--- src/rtl/wdt_reset_ctrl.sv ---
// wdt_reset_ctrl
//   Turns watchdog expiry into a system reset request and escalates to a
//   latched fault when timeouts repeat without a good period in between.
//
//   Each accepted timeout edge normally produces a fixed-length sys_rst
//   pulse. The pulse is followed by a holdoff window in which new edges are
//   ignored. After ESC_LIMIT accepted events with no GOOD_CYC-long quiet
//   stretch in IDLE, the block enters FAULT instead. In FAULT, sys_rst and
//   fault stay high until software pulses fault_clr.
//
// Ports
//   clk       : single clock, rising edge
//   rst       : synchronous active-high reset
//   timeout   : watchdog expiry level from the upstream timer
//   fault_clr : software clear of a latched fault (honoured only in FAULT)
//   sys_rst   : system reset request (registered)
//   fault     : latched escalation fault (registered)
//   to_count  : total accepted timeout events, saturating (registered)
//   state_o   : FSM state, IDLE=0 ASSERT=1 HOLDOFF=2 FAULT=3 (registered)

module wdt_reset_ctrl #(
  parameter int RST_PULSE_CYC = 8,
  parameter int HOLDOFF_CYC   = 16,
  parameter int ESC_LIMIT     = 3,
  parameter int GOOD_CYC      = 64,
  parameter int CNT_W         = 8
) (
  input  logic             clk,
  input  logic             rst,
  input  logic             timeout,
  input  logic             fault_clr,
  output logic             sys_rst,
  output logic             fault,
  output logic [CNT_W-1:0] to_count,
  output logic [1:0]       state_o
);

  localparam int ESC_W = $clog2(ESC_LIMIT + 1);
  localparam int QW    = $clog2(GOOD_CYC + 1);
  localparam int PMAX  = (RST_PULSE_CYC > HOLDOFF_CYC) ? RST_PULSE_CYC : HOLDOFF_CYC;
  localparam int PW    = $clog2(PMAX + 1);

  localparam logic [ESC_W-1:0] ESC_LAST   = ESC_W'(ESC_LIMIT - 1);
  localparam logic [QW-1:0]    QUIET_LAST = QW'(GOOD_CYC - 1);
  localparam logic [PW-1:0]    PULSE_LOAD = PW'(RST_PULSE_CYC - 1);
  localparam logic [PW-1:0]    HOLD_LOAD  = PW'(HOLDOFF_CYC - 1);

  typedef enum logic [1:0] {
    IDLE    = 2'd0,
    ASSERT  = 2'd1,
    HOLDOFF = 2'd2,
    FAULT   = 2'd3
  } state_t;

  state_t           state;
  logic             timeout_p0;
  logic [ESC_W-1:0] esc_cnt;
  logic [QW-1:0]    quiet_cnt;
  logic [PW-1:0]    phase_cnt;
  logic             to_edge;

  // Saturating increment for the event counter.
  function automatic logic [CNT_W-1:0] sat_inc(input logic [CNT_W-1:0] v);
    return (&v) ? v : v + CNT_W'(1);
  endfunction

  // History is zero after reset, so a level that is already high on the first
  // cycle out of reset counts as an edge. A held level yields only one edge,
  // because the history tracks it in every state.
  assign to_edge = timeout & ~timeout_p0;

  assign state_o = state;

  // Stage p0: timeout history and the control FSM.
  always_ff @(posedge clk) begin
    if (rst) begin
      state      <= IDLE;
      sys_rst    <= 1'b0;
      fault      <= 1'b0;
      to_count   <= '0;
      esc_cnt    <= '0;
      quiet_cnt  <= '0;
      phase_cnt  <= '0;
      timeout_p0 <= 1'b0;
    end else begin
      timeout_p0 <= timeout;
      // The quiet counter only runs in IDLE. Any other state leaves it at 0.
      quiet_cnt  <= '0;

      case (state)
        IDLE: begin
          if (to_edge) begin
            // The event wins over a simultaneous good-period clear.
            to_count <= sat_inc(to_count);
            esc_cnt  <= esc_cnt + ESC_W'(1);
            sys_rst  <= 1'b1;
            if (esc_cnt == ESC_LAST) begin
              state <= FAULT;
              fault <= 1'b1;
            end else begin
              state     <= ASSERT;
              phase_cnt <= PULSE_LOAD;
            end
          end else if (quiet_cnt == QUIET_LAST) begin
            esc_cnt <= '0;
          end else begin
            quiet_cnt <= quiet_cnt + QW'(1);
          end
        end

        ASSERT: begin
          if (phase_cnt == '0) begin
            state     <= HOLDOFF;
            sys_rst   <= 1'b0;
            phase_cnt <= HOLD_LOAD;
          end else begin
            phase_cnt <= phase_cnt - PW'(1);
          end
        end

        HOLDOFF: begin
          if (phase_cnt == '0) begin
            state <= IDLE;
          end else begin
            phase_cnt <= phase_cnt - PW'(1);
          end
        end

        FAULT: begin
          if (fault_clr) begin
            state     <= HOLDOFF;
            fault     <= 1'b0;
            sys_rst   <= 1'b0;
            esc_cnt   <= '0;
            phase_cnt <= HOLD_LOAD;
          end
        end

        default: state <= IDLE;
      endcase
    end
  end

endmodule

--- config.mk ---
export PLATFORM = sky130hd
export DESIGN_NAME = wdt_reset_ctrl
export DESIGN_NICKNAME = d
export VERILOG_FILES = /design/src/rtl/wdt_reset_ctrl.sv
export SDC_FILE = /design/constraint.sdc
export NUM_CORES = 1
export LEC_CHECK = 0
export CELL_PAD_IN_SITES_DETAIL_PLACEMENT = 0
export CELL_PAD_IN_SITES_GLOBAL_PLACEMENT = 1
export CORE_MARGIN = 1.5
export CORE_UTILIZATION = 40
export DETAILED_ROUTE_END_ITERATION = 12
export HOLD_SLACK_MARGIN = 0.12
export PLACE_DENSITY_LB_ADDON = 0.08
export SLEW_MARGIN = 20
export SYNTH_ARGS = -nofsm -noshare
export SYNTH_HDL_FRONTEND = slang
export SYNTH_SLANG_ARGS = --single-unit
--- constraint.sdc ---
create_clock -name clk -period 2.28 [get_ports clk]
set_input_delay 0.342 -clock clk [delete_from_list [all_inputs] [get_ports clk]]
set_output_delay 0.342 -clock clk [all_outputs]
set_load 0.02 [all_outputs]
Yosys cells after proc, flatten, opt, wreduce, memory -nomap -nowiden
Cells that the tools add are included.
Storage, ports and cells
  bits in registers: 27
  input bits: 4
  logic and storage cells: 64
Cells by class
  add/subtract/negate cells: 4
  equal/unequal tests: 13
  multiplexer cells: 23
  bitwise gates (word level): 4
  reductions and logical operators: 12
Operators with widths (number)
  $mux 5: 5
  $pmux 5 s4: 1
  $mux 2: 8
  $reduce_and 4->1: 4
  $ne 2x2->1 const B: 7
  $add 8x1->8 const B: 1
  $pmux 2 s4: 1
  $reduce_and 8->1: 1
  $add 7x1->7 const B: 1
  $eq 7x6->1 const B: 1
  $eq 2x2->1 const B: 3
  $reduce_and 3->1: 2
  $logic_not 5->1: 1
  $mux 1: 5
  $sub 5x1->5 const B: 1
  $pmux 2 s2: 1
  $reduce_or 4->1: 1
  $ne 3x3->1 const B: 1
  $not 1->1: 3
  $pmux 1 s3: 1
  $reduce_bool 3->1: 1
  $add 2x1->2 const B: 1
  $eq 2x1->1 const B: 1
  $logic_not 2->1: 1
  other kinds (3): 3

Logic depth before layout (Yosys ltp)
  depth after elaboration: 4
  mapped depth: 7
  mapped depth without buffers: 6

Worst setup path before layout
No wires, ideal clock.
  path kind: flip-flop to flip-flop
  from: reg phase_cnt[0]
  to: reg phase_cnt[1]
  setup time: 0.115 ns
  arrival: 1.518 ns
  setup slack: 0.648 ns
  stages on the path, launching flop included: 8
  path buffers: 1
  clock period less this slack: 1.632 ns
  path through: dfxtp_1 -> inv_1 -> ha_1 -> or4b_1 -> buf_2 -> o2bb2ai_4 -> nor2_1 -> o21a_1
On the way
  cells in the longest elaborated chain, start to end: 3
  elaborated cells between the ends (all ways): 7
  classes of those cells: add/sub (1); eq/ne (1); mux (3); reduce/logical (2)
RTL lines
  from (decl): line 59  | logic [PW-1:0] phase_cnt;
  from (signal assigned): line 117  | phase_cnt <= phase_cnt - PW'(1);
  from (signal assigned): line 125  | phase_cnt <= phase_cnt - PW'(1);
  $sub 5x1->5 or $logic_not 5->1 (tied branches)
  $mux 5 (tied with other cells): line 122  | if (phase_cnt == '0) begin
  $pmux 5 s4 or $reduce_and 4->1 (tied branches)
Parallel ways exist; a longest one is shown, timed or not. The select of a mux whose other input is x is not followed.
A chain may end at the register's enable or synchronous reset.

Final worst setup path
  from: reg state[0] (netlist: state_o[0])
  to: out state_o[0]
RTL lines
  from (decl): line 55  | state_t state;
  from (signal assigned): line 77  | state <= IDLE;
  from (signal assigned): line 98  | state <= FAULT;
  from (signal assigned): line 101  | state <= ASSERT;
  to (decl): line 35  | output logic [1:0] state_o
No word-level cell between the ends.

==> out/metrics.cfg <==
[global_route]
antenna_found_initial = 0
grt_pass1_vias = 1077
grt_pass1_wl_mm = 4.602
grt_start_max_net_pins = 21
grt_usage = 0.1627
grt_overflow_total = 0

[min_path]
min-delay-path-class = reg -> reg
holdPathEnd = quiet_cnt[0]
hold_start = quiet_cnt[0]
holdPathStages = 1

[placed_design]
place_ws_ns = 0.3208
gp_congestion = 0.8282
io_buffers = 15
dp_hpwl_mm = 1.907

[timing]
slew_violations = 0
tightest_slew_ns = 0.5512
rsz0062_at_grt = no
holdWs_ns = 0.4511
clock_skew_ns = 0.007505
setup_ws_ns = 0.2348
hold_viol = 0
setup_viol = 0
finalCriticalPeriod_ns = 2.045
post-route-period-util = 0.8970
slew_headroom = 0.6273
finalSetupTns_ns = 0
fmax_mhz = 489.0

[setup_path]
slowest_delay_ns = 0.71
cp_slowest_cell = clkdlybuf4s50_1
start_kind = flop
worstPathMaxFanout = 14
reg2reg_depth = 6
worstPathArrival_ns = 1.70
r2r_setup_slack_ns = 0.45
r2r_start = phase_cnt[0]
reg2reg_to = phase_cnt[1]
endpoint_kind = primary output
crit_required_ns = 1.94
critical_path.top_delay_family = buffers and inverters
criticalPathCategory = reg -> out
path_buf_inv = 1
crit_chain = clkdlybuf4s50_1

[flow_run]
cap_viol_max_count = 0

[synth]
synthMuxAreaShare = 0.007498
synthCells = 148
yosys.area.top_type = dfxtp_1
synth_fa_ha_area_frac = 0.03749
synth_xor_xnor_area_share = 0.07873
ys.flop_type = dfxtp_1
synth.top_cell.area_share = 0.4049
synth_edf_count = 0
synthArstFlopShare = 0
ys_seq_area_frac = 0.4049
synth.avg_cell_area_um2 = 9.020
synth_top_family_by_area = simple AND/OR/NAND/NOR gates
synth-seq-cells = 27
yosysWarnings = 0
ys_types = 43
synth-compound-area-share = 0.1865
synth-simple-area-share = 0.2484
synth_fp_nets = 156
synthTopCellsByArea = dfxtp_1 40%, xor2_1 6.6%, nor2_1 5.9%
syn_area_um2 = 1335

[power]
power_w = 0.001572
leakagePower_nw = 0.5762
vdd_ir_drop_max_uv = 326.2
power-per-cell-area_nw_per_um2 = 1011

[cts]
post_cts_resized = 0
cts-buffers-inserted = 3
worstSkewPairLatency_ns = 0.33
ctsHoldBuffers = 0
post_cts_buffers = 0
cts_buffer_depth = 2
cts.sinks = 27
path_clk_slew_ns = 0.14
cts.htree.levels = 1
root_buffer = clkbuf_4
cts_tree = built

[die]
start_util = 0.4302
fp.coreArea_um2 = 3103
die_h_um = 60.77
ios = 16
die_x_um = 60.77
die-area_um2 = 3693
rows = 20

[detailed_routing]
antenna_left = 0
drcViolationCount = 0
drtPass1Iterations = 4
drt_iter0_drc = 52
totalWireLength_mm = 2.574
routedWlPerCell_um = 12.43
routed_via_density = 5.179
vias = 1072

[final_layout]
drive_above_1_share = 0.06748
area_growth_pct = 16.49
nets = 172
diodes = 0

[run_status]
status = finished, final reports clean

kinds of logic (layout without fill, tap and decap cells):
| family | count (synthesis) | after routing |
|---|---|---|
| DFF | 27 | 27 |
| xor gates and xnor gates | 12 | 12 |
| muxes | 1 | 1 |
| buffers and inverters | 12 | 27 |
| adders and majority gates | 4 | 4 |
| AOI/OAI and AO/OA | 33 | 33 |
| and+or+nand+nor | 59 | 59 |
where the power goes:
| part | internal [W] | total [W] | leakage (nW) | switching (W) |
|---|---|---|---|---|
| logic | 0.000320 | 0.000670 | 0.341 | 0.000350 |
| clock network | 0.0000685 | 0.000214 | 0.0150 | 0.000145 |
| registers | 0.000564 | 0.000688 | 0.221 | 0.000124 |
state kept, by name, indices dropped and copies added (netlist names):
| register | count |
|---|---|
| sys_rst | 1 |
| fault | 1 |
| phase_cnt | 5 |
| to_count | 8 |
| timeout_p0 | 1 |
| quiet_cnt | 7 |
| state_o | 2 |
| esc_cnt | 2 |
cells in the mapped netlist (2+ instances only):
library cell and count:
a211oi_1 3, a21oi_1 6, a2bb2oi_1 3, a31oi_1 3, and3_1 3, buf_2 3, clkbuf_1 3, dfxtp_1 27
ha_1 4, inv_1 6, nand2_1 9, nand2b_1 3, nand3_1 4, nor2_1 21, nor2b_1 3, nor3_1 2
o2111ai_1 2, o21a_1 2, o21ai_0 4, o21ai_1 3, or3_1 2, xnor2_1 2, xor2_1 10
metrics by stage:
step / cells / utilization / cell area (µm²)
floorplan: 148 / - / 1335
global placement: 203 / 0.4927 / 1529
detailed placement: 203 / 0.4927 / 1529
CTS: 207 / 0.5012 / 1555
global route: 207 / 0.5012 / 1555
finish: 207 / 0.5012 / 1555
cell type report:
class | count | area [µm²]
clock buffers | 4 | 26.28
fillers | 337 | 1548
multi-input cells | 109 | 745.7
repair buffers | 17 | 165.2
well taps | 44 | 55.05
flip-flops and latches | 27 | 540.5
inverters | 6 | 22.52
metal layers:
layer,GRT usage,wire (µm)
met2,0.2704,1224
met5,0,0
met4,0.05590,15
met3,0.03198,79
met1,0.2109,1254
cells in the final DEF, fill, tap and decap left out, types with 2 or more instances in the layout:
| cell | netlist | routed |
|---|---|---|
| dfxtp_1 | 27 | 27 |
| nor2_1 | 21 | 21 |
| clkdlybuf4s50_1 | 0 | 15 |
| xor2_1 | 10 | 10 |
| nand2_1 | 9 | 9 |
| inv_1 | 6 | 6 |
| a21oi_1 | 6 | 6 |
| nand3_1 | 4 | 4 |
| o21ai_0 | 4 | 4 |
| ha_1 | 4 | 4 |
| nor2b_1 | 3 | 3 |
| nand2b_1 | 3 | 3 |
| o21ai_1 | 3 | 3 |
| and3_1 | 3 | 3 |
| a2bb2oi_1 | 3 | 3 |
| a31oi_1 | 3 | 3 |
| a211oi_1 | 3 | 3 |
| clkbuf_4 | 0 | 3 |
| or3_1 | 2 | 2 |
| o2111ai_1 | 2 | 2 |
| nor3_1 | 2 | 2 |
| o21a_1 | 2 | 2 |
| xnor2_1 | 2 | 2 |
| buf_4 | 0 | 2 |
worst max path at each step:
stage,from,end,slack (ns),depth (start not counted)
after global routing,state_o[0],state_o[0],0.14,1
final,state_o[0],state_o[0],0.23,1
after CTS,state_o[0],state_o[0],0.21,1
after global placement,timeout,to_count[5],0.38,5
after detailed placement,timeout,to_count[5],0.32,5
after floorplan,phase_cnt[0],phase_cnt[1],0.65,7
No activity file was read; power rests on OpenSTA's default activity.
